$ cat config.mk
export PLATFORM = sky130hd
export DESIGN_NAME = axi_r_arbiter
export DESIGN_NICKNAME = d
export VERILOG_FILES = /design/src/rtl/axi_r_arbiter.sv
export SDC_FILE = /design/constraint.sdc
export NUM_CORES = 1
export LEC_CHECK = 0
export CAP_MARGIN = 10
export CELL_PAD_IN_SITES_DETAIL_PLACEMENT = 0
export CELL_PAD_IN_SITES_GLOBAL_PLACEMENT = 1
export CORE_ASPECT_RATIO = 0.8
export CORE_MARGIN = 2
export CORE_UTILIZATION = 13
export DETAILED_ROUTE_END_ITERATION = 8
export PLACE_DENSITY_LB_ADDON = 0.08
export SYNTH_ARGS = -nofsm -noshare
export SYNTH_HDL_FRONTEND = slang
export SYNTH_SLANG_ARGS = --single-unit
$ cat constraint.sdc
create_clock -name clk_i -period 2.6 [get_ports clk_i]
set_clock_uncertainty 0.2 [all_clocks]
set_input_delay 0.26 -clock clk_i [delete_from_list [all_inputs] [get_ports clk_i]]
set_output_delay 0.26 -clock clk_i [all_outputs]
set_load 0.02 [all_outputs]
$ cat src/rtl/axi_r_arbiter.sv
// Round-robin arbiter that multiplexes N_SLAVES AXI R sources onto one master R port.
// Whole bursts are granted; the winner keeps the channel until its last beat is accepted.
module axi_r_arbiter #(
  parameter int N_SLAVES   = 4,
  parameter int ID_WIDTH   = 4,
  parameter int DATA_WIDTH = 64,
  parameter int USER_WIDTH = 6
) (
  input  logic                           clk_i,
  input  logic                           rst_ni,
  input  logic [N_SLAVES-1:0]            slave_valid_i,
  input  logic [N_SLAVES*DATA_WIDTH-1:0] slave_data_i,
  input  logic [N_SLAVES*2-1:0]          slave_resp_i,
  input  logic [N_SLAVES*USER_WIDTH-1:0] slave_user_i,
  input  logic [N_SLAVES*ID_WIDTH-1:0]   slave_id_i,
  input  logic [N_SLAVES-1:0]            slave_last_i,
  output logic [N_SLAVES-1:0]            slave_ready_o,
  output logic                           master_valid_o,
  output logic [DATA_WIDTH-1:0]          master_data_o,
  output logic [1:0]                     master_resp_o,
  output logic [USER_WIDTH-1:0]          master_user_o,
  output logic [ID_WIDTH-1:0]            master_id_o,
  output logic                           master_last_o,
  input  logic                           master_ready_i
);

  localparam int IDX_WIDTH = $clog2(N_SLAVES);

  typedef enum logic {IDLE, LOCKED} state_e;

  state_e                 state_q, state_d;
  logic [IDX_WIDTH-1:0]   gnt_q, gnt_d;
  logic [IDX_WIDTH-1:0]   rr_q, rr_d;
  logic [IDX_WIDTH-1:0]   winner, sel;
  logic                   any_valid, locked, hs;

  logic [IDX_WIDTH-1:0]   cand [N_SLAVES];
  logic [DATA_WIDTH-1:0]  data_arr [N_SLAVES];
  logic [1:0]             resp_arr [N_SLAVES];
  logic [USER_WIDTH-1:0]  user_arr [N_SLAVES];
  logic [ID_WIDTH-1:0]    id_arr [N_SLAVES];

  // cand[i] is the i-th source visited when scanning from the round-robin pointer
  for (genvar gi = 0; gi < N_SLAVES; gi++) begin : g_src
    assign cand[gi]     = IDX_WIDTH'((int'(rr_q) + gi) % N_SLAVES);
    assign data_arr[gi] = slave_data_i[gi*DATA_WIDTH +: DATA_WIDTH];
    assign resp_arr[gi] = slave_resp_i[gi*2 +: 2];
    assign user_arr[gi] = slave_user_i[gi*USER_WIDTH +: USER_WIDTH];
    assign id_arr[gi]   = slave_id_i[gi*ID_WIDTH +: ID_WIDTH];
  end

  // Scan backwards so the earliest candidate in round-robin order wins
  always_comb begin
    winner = '0;
    for (int i = N_SLAVES - 1; i >= 0; i--) begin
      if (slave_valid_i[cand[i]]) winner = cand[i];
    end
  end

  assign any_valid = |slave_valid_i;
  assign locked    = (state_q == LOCKED);
  assign sel       = locked ? gnt_q : winner;

  always_comb begin
    slave_ready_o  = '0;
    master_valid_o = locked ? slave_valid_i[gnt_q] : any_valid;
    master_data_o  = data_arr[sel];
    master_resp_o  = resp_arr[sel];
    master_user_o  = user_arr[sel];
    master_id_o    = id_arr[sel];
    master_last_o  = slave_last_i[sel];
    if (locked || any_valid) slave_ready_o[sel] = master_ready_i;
  end

  assign hs = master_valid_o & master_ready_i;

  always_comb begin
    state_d = state_q;
    gnt_d   = gnt_q;
    rr_d    = rr_q;
    if (hs && master_last_o) begin
      state_d = IDLE;
      rr_d    = (sel == IDX_WIDTH'(N_SLAVES - 1)) ? '0 : sel + 1'b1;
    end else if (!locked && master_valid_o) begin
      // Lock even on a stalled beat so the presented payload cannot change
      state_d = LOCKED;
      gnt_d   = sel;
    end
  end

  always_ff @(posedge clk_i or negedge rst_ni) begin
    if (!rst_ni) begin
      state_q <= IDLE;
      gnt_q   <= '0;
      rr_q    <= '0;
    end else begin
      state_q <= state_d;
      gnt_q   <= gnt_d;
      rr_q    <= rr_d;
    end
  end

endmodule

==> qor.csv <==
metric;value;unit
clk root buf;clkbuf_16;
first-pass GRT wire length;33700;um
Crit path max-delay family;compound AO/OA/AOI/OAI gates;
Clk pwr share;2.3;%
Remaining DRCs;0;
clock tree buffer depth;2;
post-route antenna net violation count;0;
Setup Viol. Count Final;82;
CP max stage cell;dfrtp_2;
crit path max fanout;15;
vias in the first global route;5862;
Clock Sinks;5;
CP Launch Type;register;
critical path, cell by cell;and4b_1 > o41a_1 > a31oi_4 > buf_12 > buf_12 > nand2_1 > and3_1 > a31oi_2 > buf_4;
MaxCap Viol Count;0;
max incr delay on CP;0.44;ns
Yosys Warn Count;0;
slew at the pin closest to its max-slew limit;0.258;ns
total power;11.4;mW
pre-CTS setup slack;-0.894;ns
VDD IR max;0.534;mV
vias;5686;
Die W;173;um
Die ar.;0.0242;mm2
Yosys cell types;38;
CTS tree;built;
Internal;5.79;mW
drt total wl;22800;um
post-DR vias/cell;4.28;
setup ws final;-0.294;ns
RR Endpoint;gnt_q[0];
syn avg cell area;5.11;um2
status;finished with violations;
fin. max-slew vios;0;
gp weighted congestion;0.806;
RSZ-0062 raised after global routing;true;
reg-to-reg startpoint;rr_q[1];
Synth top area share;38.9;%
Sw Ratio;49.2;%
Syn Inst Count;584;
Detailed Place HPWL;17400;um
row count;49;
Die H;139;um
failing checks;setup timing;
setup slack, reg-to-reg;-0.06;ns
Area Overhead vs Synth;201;%
Top cell by count, worst path;buf_12;
Worst Setup Path Type;register to output port;
gr usage total;17.5;%
Ports;397;
pin count of the biggest net entering global routing;31;
register bit total from synthesis;5;
share of layout cells above drive strength 1;30.8;%
Leak;3.78;nW
initial antenna violation count;1;
Comb pwr share;96.4;%
crit path DAT;2.43;ns
Placement Cell Area;0.00821;mm2
Hold Crit Class;input pin to asynchronous set/reset pin;
WHS;0.0644;ns
total grt overflow;0;
largest cells by area after synthesis;nand2_1 39%, and3_1 16%, a31oi_1 16%;
H-tree depth;1;
Filler cells;2363;
FMAX;345;MHz
power per cell area;1270;mW/mm2
length of the first detailed-routing pass in iterations;4;
sequential power share;1.4;%
Reg2Reg Depth;9;
fin area;0.00898;mm2
worst skew pair latency;0.23;ns
DR iter-0 viols;209;
Post-Synthesis Cell Area;0.00298;mm2
WL/cell;17.2;um
WP data required;2.14;ns
core area;0.0225;mm2
fin crit period;2.89;ns
hold-fix buffer count after cts;0;
Yosys top cell by area;nand2_1;
Critical path buffers and inverters;3;
TritonCTS Buffers;3;
max_slew headroom;82.7;%
syn_nets;903;
Sw Pwr;5.60;mW
Worst setup EP type;output port;
Starting Density;13.3;%
final-report hold violation count;0;
fin crit share;111;%
fin nets;1341;
Seq/Total Area, Yosys;4.19;%
I/O Buffers;396;
Clk pin slew, worst setup/hold paths;0.03;ns
==> how the worst max path moves through the flow <==
| stage | startpoint | cells past startpoint | endpoint | slack [ns] |
|---|---|---|---|---|
| 2_1_floorplan | rr_q[1] | 9 | master_data_o[61] | -0.05 |
| 3_3_place_gp | slave_valid_i[0] | 10 | master_data_o[42] | -0.92 |
| 3_5_place_dp | slave_valid_i[2] | 10 | master_data_o[14] | -0.89 |
| 4_1_cts | rr_q[1] | 9 | master_user_o[0] | -0.29 |
| 5_1_grt | rr_q[1] | 9 | master_data_o[7] | -0.38 |
| 6_report | rr_q[1] | 9 | master_user_o[0] | -0.29 |
==> cell usage after synthesis (all sizes together) <==
master and n:
a21boi 2, a21oi 6, a221o 1, a22o 1
a31o 1, a31oi 77, a32oi 1, and2 1
and3 77, and3b 1, and4b 1, buf 24
clkbuf 28, dfrtp 5, ha 4, inv 10
mux2 6, mux2i 4, nand2 309, nand2b 2
nor2 7, nor2b 4, nor3 1, nor3b 1
nor4 1, o211ai 2, o21ai 4, o32a 1
o41a 1, or4 1
==> cell families after synthesis <==
group | synth area share [%]
compound gates | 21.3
mux | 3.73
buf+inv | 10.2
fa+ha+maj | 1.68
flops | 4.19
simple gates | 58.9
==> state kept, by name, indices dropped and copies added, names as in the netlist <==
name and flops:
rr_q 2, locked 1, gnt_q 2
==> per-stage QoR <==
step | utilization [%] | setup TNS (ns) | cells
global placement | 36.5 | -69.65 | 1294
finish | 39.9 | -19.25 | 1328
global route | 39.9 | -27.85 | 1328
CTS | 38.5 | -20.29 | 1319
detailed placement | 36.5 | -70.02 | 1294
floorplan | - | -0.796 | 584
==> cell type report <==
class / instances / area [um2] / area share [%]
multi-input combinational: 517 / 3360 / 37.4
sequential: 5 / 126 / 1.41
timing repair buffer: 485 / 4970 / 55.4
clock buffer: 4 / 78.8 / 0.878
inverter: 10 / 55.1 / 0.613
tap: 306 / 383 / 4.26
antenna: 1 / 2.50 / 0.0279
==> per-layer routing <==
| metal | global-route usage [%] | part of all wire [%] |
|---|---|---|
| met1 | 19.9 | 40 |
| met5 | 0 | 0 |
| met2 | 33.2 | 51 |
| met4 | 3.43 | 1.3 |
| met3 | 4.32 | 7.7 |
==> worst register-to-register path, stage by stage, from the launching register on <==
cell,delay (ns)
dfrtp_2,0.44
and4b_1,0.23
o41a_1,0.34
a31oi_4,0.22
buf_12,0.21
inv_12,0.09
buf_16,0.17
o211ai_1,0.10
and3b_2,0.24
mux2_4,0.30
==> power by group through the flow <==
stage / Combinational [mW] / Clock [mW] / Sequential [mW]
2_1_floorplan: 5.12 / 0 / 0.138
3_3_place_gp: 9.82 / 0 / 0.153
3_5_place_dp: 9.74 / 0 / 0.150
4_1_cts: 10.5 / 0.264 / 0.153
5_1_grt: 11.7 / 0.269 / 0.158
6_report: 11.0 / 0.261 / 0.154
==> what timing repair did <==
| action | CTS | global route |
|---|---|---|
| endpoints found under the setup margin | 87 | 87 |
| setup buffers | 15 | 3 |
| pin swaps | 16 | 2 |
| resized for setup | 462 | 39 |
| gates cloned | 6 | 6 |
==> layout by cell type, fill, tap and decap left out, types with 8 or more instances in the layout <==
master | netlist | routed
buf_12 | 0 | 22
nand2_2 | 0 | 10
buf_4 | 17 | 119
and3_4 | 0 | 37
nand2_1 | 309 | 297
clkbuf_16 | 0 | 8
a31oi_2 | 1 | 62
buf_6 | 0 | 12
clkdlybuf4s50_1 | 0 | 310
a31oi_4 | 0 | 11
and3_1 | 77 | 40
(Power assumes the default switching activity.)
